File: config.mk
export PLATFORM = sky130hd
export DESIGN_NAME = alu_scheduler
export DESIGN_NICKNAME = d
export VERILOG_FILES = /design/src/rtl/alu_scheduler.sv
export SDC_FILE = /design/constraint.sdc
export NUM_CORES = 1
export LEC_CHECK = 0
export CAP_MARGIN = 30
export CORE_AREA = 3 3 109 111
export DETAILED_ROUTE_END_ITERATION = 10
export DIE_AREA = 0 0 112 114
export MAX_ROUTING_LAYER = met4
export PLACE_DENSITY = 0.8
export SLEW_MARGIN = 5
export SYNTH_ARGS = -nofsm -noshare
export SYNTH_HDL_FRONTEND = slang
export SYNTH_SLANG_ARGS = --single-unit
File: constraint.sdc
create_clock -name clk -period 2.25 [get_ports clk]
set_input_delay 0.225 -clock clk [delete_from_list [all_inputs] [get_ports clk]]
set_output_delay 0.225 -clock clk [all_outputs]
set_load 0.005 [all_outputs]
File: src/rtl/alu_scheduler.sv
// +--------------------------------------------------------------------------+
// | alu_scheduler: two-requester front end for one shared combinational ALU.  |
// | Define ALU_SCHED_RR_EN for round-robin arbitration (default: fixed prio). |
// | Revision: 1.0                                                             |
// +--------------------------------------------------------------------------+
`default_nettype none

module alu_scheduler (
  input  logic        clk,
  input  logic        reset,
  input  logic        req0_valid,
  output logic        req0_ready,
  input  logic [2:0]  req0_op,
  input  logic [31:0] req0_a,
  input  logic [31:0] req0_b,
  input  logic        req1_valid,
  output logic        req1_ready,
  input  logic [2:0]  req1_op,
  input  logic [31:0] req1_a,
  input  logic [31:0] req1_b,
  output logic        resp_valid,
  input  logic        resp_ready,
  output logic        resp_id,
  output logic [31:0] resp_result,
  output logic        resp_zero,
  output logic        resp_negative,
  output logic        resp_overflow,
  output logic        resp_carry,
  output logic        resp_err,
  output logic [31:0] alu_a,
  output logic [31:0] alu_b,
  output logic [2:0]  alu_ctrl,
  input  logic [31:0] alu_out,
  input  logic        alu_overflow,
  input  logic        alu_carry
);

  typedef enum logic [1:0] {
    IDLE = 2'd0,
    EXEC = 2'd1,
    RESP = 2'd2
  } state_t;

  state_t      state, state_next;
  logic [2:0]  op_q;
  logic [31:0] a_q, b_q;
  logic        id_q;
  logic        grant_id, xfer, sel_legal;
  logic [2:0]  sel_op;
  logic [31:0] sel_a, sel_b;

`ifdef ALU_SCHED_RR_EN
  logic        last_grant;
`endif

  always_comb begin
    grant_id   = req1_valid;
    if (req0_valid && req1_valid) begin
`ifdef ALU_SCHED_RR_EN
      grant_id = ~last_grant;
`else
      grant_id = 1'b0;
`endif
    end
    // Grants are withheld during the reset cycle so nothing is consumed then.
    xfer       = (state == IDLE) && (req0_valid || req1_valid) && !reset;
    req0_ready = xfer && !grant_id;
    req1_ready = xfer && grant_id;
    sel_op     = grant_id ? req1_op : req0_op;
    sel_a      = grant_id ? req1_a  : req0_a;
    sel_b      = grant_id ? req1_b  : req0_b;
    sel_legal  = (sel_op[1:0] != 2'b11);

    state_next = state;
    case (state)
      IDLE:    if (xfer) state_next = sel_legal ? EXEC : RESP;
      EXEC:    state_next = RESP;
      RESP:    if (resp_ready) state_next = IDLE;
      default: state_next = IDLE;
    endcase
  end

  always_ff @(posedge clk) begin
    if (reset) begin
      state         <= IDLE;
      op_q          <= 3'b000;
      a_q           <= 32'd0;
      b_q           <= 32'd0;
      id_q          <= 1'b0;
      resp_result   <= 32'd0;
      resp_zero     <= 1'b0;
      resp_negative <= 1'b0;
      resp_overflow <= 1'b0;
      resp_carry    <= 1'b0;
      resp_err      <= 1'b0;
`ifdef ALU_SCHED_RR_EN
      last_grant    <= 1'b1;
`endif
    end else begin
      state <= state_next;
      if (xfer) begin
        op_q <= sel_op;
        a_q  <= sel_a;
        b_q  <= sel_b;
        id_q <= grant_id;
`ifdef ALU_SCHED_RR_EN
        last_grant <= grant_id;
`endif
        // Illegal ops skip the ALU and answer with an error response.
        if (!sel_legal) begin
          resp_result   <= 32'd0;
          resp_zero     <= 1'b0;
          resp_negative <= 1'b0;
          resp_overflow <= 1'b0;
          resp_carry    <= 1'b0;
          resp_err      <= 1'b1;
        end
      end
      if (state == EXEC) begin
        resp_result   <= alu_out;
        resp_zero     <= (alu_out == 32'd0);
        resp_negative <= alu_out[31];
        resp_overflow <= alu_overflow;
        resp_carry    <= alu_carry;
        resp_err      <= 1'b0;
      end
    end
  end

  assign resp_valid = (state == RESP);
  assign resp_id    = id_q;
  assign alu_a      = a_q;
  assign alu_b      = b_q;
  assign alu_ctrl   = op_q;

endmodule

`default_nettype wire

==> results.yml <==
power:
  irDropWorstVdd_mv: 0.447
  powerDensity_mw_per_mm2: 610
  p_leak_nw: 2.52
  power_w: 0.00420
cts:
  cts_made_buffers: 9
  path_clk_slew_ps: 110
  clkLatencyLatePin_ps: 360
  post_cts_resized: 0
  post_cts_buffers: 0
  root_buffer: "clkbuf_8"
  htreeDepth: 3
  cts_tree: "built"
  hold_buffers: 0
  clockBufferDepth: 2
  cts_sinks: 106
yosys:
  yosys_warnings: 0
  ys_ff_latch: 106
  synth_nets: 524
  ys_types: 31
  syn_area_per_cell_um2: 10.8
  ys_seq_area_frac: 0.559
  synth_area_mm2: 0.00380
  syn-instance-count: 351
sta:
  fmax_mhz: 478
  final.setup_skew_ps: 14.9
  max_slew.worst_pin.slew_ps: 794
  period_needed_ps: 2090
  setup_violations: 0
  holdWs_ps: 459
  slew_viol_final: 0
  period_share: 0.929
  slew_headroom: 0.471
  setup_tns_ps: 0
  rsz0062_at_grt: "false"
  final_hold_viol_count: 0
setup_path:
  crit_required_ps: 2030
  critPathCaptureType: "output pin"
  worstPathMaxFanout: 6
  cp.arrival_ps: 1870
  crit_type: "reg2out"
  r2r_cells: 5
  start_kind: "flop"
final_layout:
  area_delta_synth_final_pct: 81.5
  diodes: 0
  layout_common_cells: "279 x clkdlybuf4s50_1, 106 x dfxtp_1, 68 x nor2_1"
  drive_gt1_frac: 0.0565
  final_common_cell: "clkdlybuf4s50_1"
  nets: 787
  nFillCells: 836
hold_path:
  min_path_type: "in2reg"
  whs_path_depth: 2
global_route:
  first_global_vias: 4247
  grt_first_pass_wirelength_mm: 22.4
  grt_max_degree: 74
  track_usage: 0.224
  grt_antenna_before_repair: 0
  grt-ovfl-total: 0
routing:
  first_pass_iters: 10
  drc: 0
  vias: 4219
  ant_nets: 0
  wl_per_cell_um: 19.3
  wirelength_mm: 14.6
  via_per_inst: 5.56
  drtIter0Drc: 588
place:
  portBuffers: 280
  globalplace.congestion: 0.804
  hpwlAfterDp_mm: 10.8
die:
  die_w_um: 112
  dieArea_mm2: 0.0128
  die_y_um: 114
  start_util: 0.349
  row_count: 38
  ios: 281
  coreArea_mm2: 0.0109
run:
  max_cap_viol_count: 0
run_status:
  outcome: "complete, no violations"
[critical path, stage by stage (launching register included)]
cell and delay [ps]:
dfxtp_1 410, nor3_4 280, and2_2 290, clkdlybuf4s50_1 540
[routing by layer]
metal  GRT usage  vias to the layer above  part of all wire  wire length (um)
met5           -                        -                 0                 0
met4      0.0585                        0             0.019               273
met2       0.365                      284              0.49              7160
met3      0.0706                       24              0.11              1570
li1            -                     1920                 -                 -
met1       0.271                     1991              0.38              5620
[cell families (layout without fill, tap and decap cells)]
group	after synthesis	in the layout	synth area share
AOI/OAI and AO/OA	109	109	0.270
DFF	106	106	0.559
and+or+nand+nor	95	95	0.112
buffers and inverters	38	306	0.0501
muxes	3	3	0.00889
[cell type report]
class                   instances  area [um2]  area share
repair buffers                290        2900       0.420
flip-flops and latches        106        2120       0.308
multi-input cells             207        1520       0.220
well taps                     140         175      0.0254
clock buffers                   9         124      0.0180
clock inverters                 7        60.1     0.00871
[stage by stage]
step / std cells / worst slack [ps] / instance area (um2) / util
4_1_cts: 759 / 90.4 / 6890 / 0.633
3_5_place_dp: 743 / 110 / 6710 / 0.616
5_1_grt: 759 / 65.0 / 6900 / 0.633
3_3_place_gp: 743 / 200 / 6710 / 0.616
2_1_floorplan: 351 / 760 / 3800 / -
6_report: 759 / 160 / 6900 / 0.633
[flip-flops by register name, summed over array words and instances, names as in the netlist]
signal,flops
alu_a,32
alu_b,32
resp_result,32
alu_ctrl,3
state,2
resp_carry,1
resp_err,1
resp_id,1
resp_overflow,1
resp_zero,1
[Yosys cell counts (all sizes together)]
master   instances  area [um2]
o21bai           1        7.51
mux2i            3        33.8
buf             19         119
and2             1        6.26
a21oi            2        10.0
nand2b           4        32.5
dfxtp          106        2120
nand3            2        10.0
o2bb2ai          1        8.76
o21a             1        7.51
a211oi           3        35.0
nor2            69         259
clkbuf          19        71.3
nand2            5        18.8
a21o             1        7.51
o21ai            1        5.00
nor2b            2        12.5
a22o            33         289
nor3             2        15.0
and4             1        8.76
nor4             9        62.6
a31oi            1        6.26
a222oi          65         651
[report_power, final]
| group | switching [W] | internal, W | leakage, nW |
|---|---|---|---|
| Clock | 0.000682 | 0.000423 | 0.0897 |
| Sequential | 0.0000804 | 0.00201 | 0.866 |
| Combinational | 0.000366 | 0.000643 | 1.57 |
| Total | 0.00113 | 0.00307 | 2.52 |
[worst paths after layout]
| kind | startpoint | end | slack (ps) |
|---|---|---|---|
| min | alu_overflow | resp_overflow$_SDFFE_PP0P_ | 460 |
| min reg2reg | resp_id$_SDFFE_PP0P_ | resp_id$_SDFFE_PP0P_ | 480 |
| max | state[0]$_SDFFE_PP0P_ | req0_ready | 160 |
| max reg2reg | state[1]$_SDFFE_PP0P_ | alu_a[27]$_SDFFE_PP0P_ | 510 |
No activity file was read; power rests on OpenSTA's default activity.
